`config.mk`:
```
export PLATFORM = sky130hd
export DESIGN_NAME = shift_two_rx
export DESIGN_NICKNAME = d
export VERILOG_FILES = /design/src/rtl/shift_two_rx.sv
export SDC_FILE = /design/constraint.sdc
export NUM_CORES = 1
export LEC_CHECK = 0
export BUFFER_PORTS_ARGS = -buffer_cell sky130_fd_sc_hd__buf_2
export CAP_MARGIN = 20
export CORE_ASPECT_RATIO = 0.75
export CORE_MARGIN = 2
export CORE_UTILIZATION = 57
export CTS_BUF_LIST = sky130_fd_sc_hd__clkbuf_2
export DETAILED_ROUTE_END_ITERATION = 8
export GPL_TIMING_DRIVEN = 0
export PLACE_DENSITY = 0.79
export SYNTH_ARGS = -nofsm -noshare
export SYNTH_HDL_FRONTEND = slang
export SYNTH_SLANG_ARGS = --single-unit
```
`constraint.sdc`:
```
create_clock -name clk -period 2.6 [get_ports clk]
set_clock_uncertainty 0.15 [all_clocks]
set_input_delay 0.13 -clock clk [delete_from_list [all_inputs] [get_ports clk]]
set_output_delay 0.13 -clock clk [all_outputs]
set_load 0.1 [all_outputs]
```
`src/rtl/shift_two_rx.sv`:
```
// shift_two_rx: receive-side symbol assembler for the PPM link.
// It collects four LSB-first 2-bit symbols from the PPM demodulator and
// rebuilds the original byte. If the symbol stream stalls or is flushed,
// it discards the partial byte and pulses frame_err.
module shift_two_rx #(
  parameter int TIMEOUT = 256,
  parameter int CNT_W   = 9
) (
  input  logic       clk,
  input  logic       rst,
  input  logic [1:0] sym_in,
  input  logic       sym_valid,
  input  logic       flush,
  output logic [7:0] data_out,
  output logic       data_valid,
  output logic       frame_err,
  output logic       busy
);

  // The state name is the number of symbols of the current byte held so far.
  typedef enum logic [1:0] {
    IDLE = 2'd0,
    S1   = 2'd1,
    S2   = 2'd2,
    S3   = 2'd3
  } state_t;

  // Gap counter value on which a missing strobe expires the partial byte.
  localparam logic [CNT_W-1:0] LAST_GAP = CNT_W'(TIMEOUT - 1);

  state_t           state, state_nxt;
  logic [5:0]       held, held_nxt;
  logic [CNT_W-1:0] gap_cnt, gap_cnt_nxt;
  logic [7:0]       data_out_nxt;
  logic             data_valid_nxt;
  logic             frame_err_nxt;

  // Register all state and outputs. Reset wins over every other input and
  // drops any partial byte without raising frame_err.
  always_ff @(posedge clk) begin
    if (rst) begin
      state      <= IDLE;
      held       <= '0;
      gap_cnt    <= '0;
      data_out   <= 8'h00;
      data_valid <= 1'b0;
      frame_err  <= 1'b0;
    end else begin
      state      <= state_nxt;
      held       <= held_nxt;
      gap_cnt    <= gap_cnt_nxt;
      data_out   <= data_out_nxt;
      data_valid <= data_valid_nxt;
      frame_err  <= frame_err_nxt;
    end
  end

  // Next-state logic. Inside a byte, flush has the highest priority, then an
  // accepted symbol, then timeout expiry. A symbol that arrives on the expiry
  // cycle therefore still counts. In IDLE, flush is ignored and the gap
  // counter stays at zero.
  always_comb begin
    state_nxt      = state;
    held_nxt       = held;
    gap_cnt_nxt    = gap_cnt;
    data_out_nxt   = data_out;
    data_valid_nxt = 1'b0;
    frame_err_nxt  = 1'b0;

    if (state == IDLE) begin
      gap_cnt_nxt = '0;
      if (sym_valid) begin
        held_nxt  = {4'b0000, sym_in};
        state_nxt = S1;
      end
    end else if (flush) begin
      state_nxt     = IDLE;
      held_nxt      = '0;
      gap_cnt_nxt   = '0;
      frame_err_nxt = 1'b1;
    end else if (sym_valid) begin
      gap_cnt_nxt = '0;
      case (state)
        S1: begin
          held_nxt[3:2] = sym_in;
          state_nxt     = S2;
        end
        S2: begin
          held_nxt[5:4] = sym_in;
          state_nxt     = S3;
        end
        default: begin
          data_out_nxt   = {sym_in, held};
          data_valid_nxt = 1'b1;
          held_nxt       = '0;
          state_nxt      = IDLE;
        end
      endcase
    end else if (gap_cnt == LAST_GAP) begin
      state_nxt     = IDLE;
      held_nxt      = '0;
      gap_cnt_nxt   = '0;
      frame_err_nxt = 1'b1;
    end else begin
      gap_cnt_nxt = gap_cnt + 1'b1;
    end
  end

  // busy is high whenever part of a byte is being held.
  always_comb begin
    busy = (state != IDLE);
  end

endmodule

```
==> metrics.csv <==
stage,metric,value,unit
pwr,p_leak,0.5332,nW
floorplanning,rows,14,
critical_path,arrival,2.07,ns
pwr,ir_drop,0.3619,mV
clock_network,cts_made_buffers,3,
grt,grt_pass1_wl,3.684,mm
yosys,ys_seq_elements,27,
grt,antenna_found_initial,0,
floorplanning,die_height,43.07,um
grt,gr-total-overflow,0,
final_layout,antenna_cells,0,
hold_path,holdPathEnd,state[0],
yosys,ys_types,30,
floorplanning,initial_core_util,59.12,%
critical_path,path_cells,ha_1 -> nand3_1 -> nor2_1 -> ha_1 -> o21bai_1 -> a21o_1 -> a22o_1,
yosys,syn_inst,133,
clock_network,cts_root_buf,clkbuf_2,
timing,period_needed,1.916,ns
clock_network,path_clk_slew,0.26,ns
critical_path,path_buf_inv,0,
final_layout,seq_area,540.5,um^2
critical_path,cp_common_cell,ha_1,
final_layout,area_growth,14.45,%
hold_path,min_path_type,input pin to register,
yosys,ys_warn_count,0,
timing,setup_violations,0,
routing,drt_iter0_markers,17,
critical_path,crit_path_end_kind,register,
outcome,status,completed,
critical_path,crit_family,compound AO/OA/AOI/OAI gates,
critical_path,worstReg2RegStart,gap_cnt[0],
run,cap_violations,0,
floorplanning,fp.coreArea,0.001962,mm^2
pwr,power_density,505.7,mW/mm^2
timing,post-route-period-util,73.70,%
routing,num_vias,962,
floorplanning,die_area,0.002415,mm^2
critical_path,ff2ff_setup_slack,0.68,ns
timing,fmax,521.9,MHz
critical_path,setup.worst_path.start_class,register,
yosys,synth_seq_area_share,46.60,%
routing,wl_per_cell,11.61,um
critical_path,cp.required,2.75,ns
routing,drt_first_pass_iters,4,
timing,hold_viol,0,
yosys,syn_area,0.001160,mm^2
timing,rsz0062_at_grt,no,
yosys,avgSynthCellArea,8.721,um^2
placed_design,place_congestion,0.7407,
final_layout,final_cell_mix,"dfxtp_1 (27), nand2_1 (22), buf_2 (16)",
floorplanning,die_w,56.09,um
pwr,p_total,671.3,uW
placed_design,hpwl,1.607,mm
clock_network,insertion_delay,0.36,ns
timing,tns,0,ns
grt,first_global_vias,888,
final_layout,finalNetCount,168,
hold_path,worstHoldPathCells,4,
hold_path,hold_start,sym_valid,
routing,drcViolationCount,0,
timing,maxSlewViolCount,0,
critical_path,r2r-end,held[2],
critical_path,cpPeakStageDelay,0.45,ns
yosys,syn-num-nets,144,
critical_path,crit_path_max_fanout,5,
floorplanning,io_pins,17,
critical_path,worstSetupPathType,register to register,
grt,grt_max_degree,17,
routing,routed_wl,2.090,mm
clock_network,cts_sinks,27,
clock_network,clockBufferDepth,2,
critical_path,rr_worst_depth,7,
timing,relSlewSlack,67.75,%
final_layout,final_common_cell,dfxtp_1,
grt,track_usage,19.66,%
final_layout,drive_above_1_share,16.67,%
final_layout,multi_input_area,545.5,um^2
final_layout,fillerInstances,179,
timing,tightest_slew,0.4773,ns
routing,antenna_left,0,
clock_network,cts_tree,done,
routing,via_per_inst,5.344,
clock_network,htreeDepth,1,
critical_path,slowest_stage,dfxtp_1,
placed_design,port_buffers,15,
==> worst max path at each step <==
stage | startpoint | end | slack [ns] | depth (start not counted)
after floorplan | state[0] | data_out[0] | 0.78 | 6
after global placement | state[0] | data_out[1] | 0.75 | 6
after CTS | state[0] | busy | 0.66 | 5
after global routing | gap_cnt[0] | held[2] | 0.53 | 7
final | gap_cnt[0] | held[2] | 0.68 | 7
after detailed placement | state[0] | data_out[1] | 0.70 | 6
==> per-stage QoR <==
step	setup WS (ns)	std cells	cell area (um^2)	hold WS, ns	util, %
final	0.6837	180	1328	0.06102	67.67
after global routing	0.5302	180	1328	0.05313	67.67
after CTS	0.6588	180	1328	0.03060	67.67
after detailed placement	0.6987	172	1265	0.2483	64.48
after global placement	0.7458	172	1265	0.2470	64.48
after floorplan	0.7761	133	1160	0.08862	-
==> timing repair <==
item / 4_1_cts / 5_1_grt
buffers inserted: 0 / 0
hold buffers: 4 / 0
hold endpoints to repair: 10 / 0
setup endpoints to repair: 0 / 0
resized for setup: 0 / 0
==> Yosys cell counts (all sizes together) <==
| cell | instances | area share, % |
|---|---|---|
| dfxtp | 27 | 47 |
| nand2 | 22 | 7.1 |
| a21oi | 12 | 5.2 |
| nor2 | 11 | 3.6 |
| inv | 10 | 3.2 |
| nand3 | 8 | 3.5 |
| o21ai | 7 | 3.0 |
| ha | 5 | 5.4 |
| buf | 3 | 2.4 |
| or3 | 3 | 1.6 |
| a22o | 2 | 1.5 |
| and3b | 2 | 1.5 |
| clkbuf | 2 | 0.75 |
| nand2b | 2 | 1.1 |
| nor3 | 2 | 0.86 |
| nor4b | 2 | 3.3 |
| nor4bb | 2 | 1.7 |
| xor2 | 2 | 1.5 |
| a21boi | 1 | 0.65 |
| a21o | 1 | 0.65 |
| a22oi | 1 | 0.65 |
| a31oi | 1 | 0.54 |
| and3 | 1 | 0.54 |
| nand4 | 1 | 0.54 |
| o21bai | 1 | 0.65 |
| or4b | 1 | 1.2 |
| xnor2 | 1 | 0.76 |
==> worst reg2reg max path, stage by stage (launching register included) <==
cell and delay, ns:
dfxtp_1 0.45, ha_1 0.25, nand3_1 0.09, nor2_1 0.12
ha_1 0.21, o21bai_1 0.14, a21o_1 0.21, a22o_1 0.22
==> per-layer routing <==
metal  vias to the layer above  share of wire (%)  global-route usage [%]
li1                        495                  -                       -
met1                       455                 47                   24.57
met2                        10                 49                   33.41
met3                         2                3.3                   5.488
met4                         0               0.91                   5.714
met5                         -                  0                       0
==> flip-flops by register name (all words and copies together), names as in the netlist <==
| name | cells |
|---|---|
| data_out | 8 |
| data_valid | 1 |
| frame_err | 1 |
| gap_cnt | 9 |
| held | 6 |
| state | 2 |
==> power breakdown <==
group / internal [mW] / total [mW] / leakage (nW) / switching (mW)
clock network: 0.0357 / 0.160 / 0.0126 / 0.124
registers: 0.421 / 0.424 / 0.218 / 0.00300
logic: 0.0279 / 0.0871 / 0.302 / 0.0591
==> cell type report <==
| cell class | count | share of cell area [%] |
|---|---|---|
| timing repair buffer | 19 | 8.671 |
| clock buffer | 3 | 1.131 |
| multi-input combinational | 91 | 41.09 |
| sequential | 27 | 40.72 |
| clock inverter | 1 | 0.5655 |
| inverter | 10 | 2.828 |
| buffer | 5 | 2.733 |
| tap | 24 | 2.262 |
==> logic make-up (layout without fill, tap and decap cells) <==
group	after synthesis	after routing	share of synthesized area (%)
AND/OR/NAND/NOR	57	57	26.54
flip-flops	27	27	46.60
AO/OA/AOI/OAI	26	26	12.84
buffers and inverters	15	38	6.364
adder cells (fa/ha/maj)	5	5	5.394
XOR/XNOR	3	3	2.266
No activity file was read; power rests on OpenSTA's default activity.
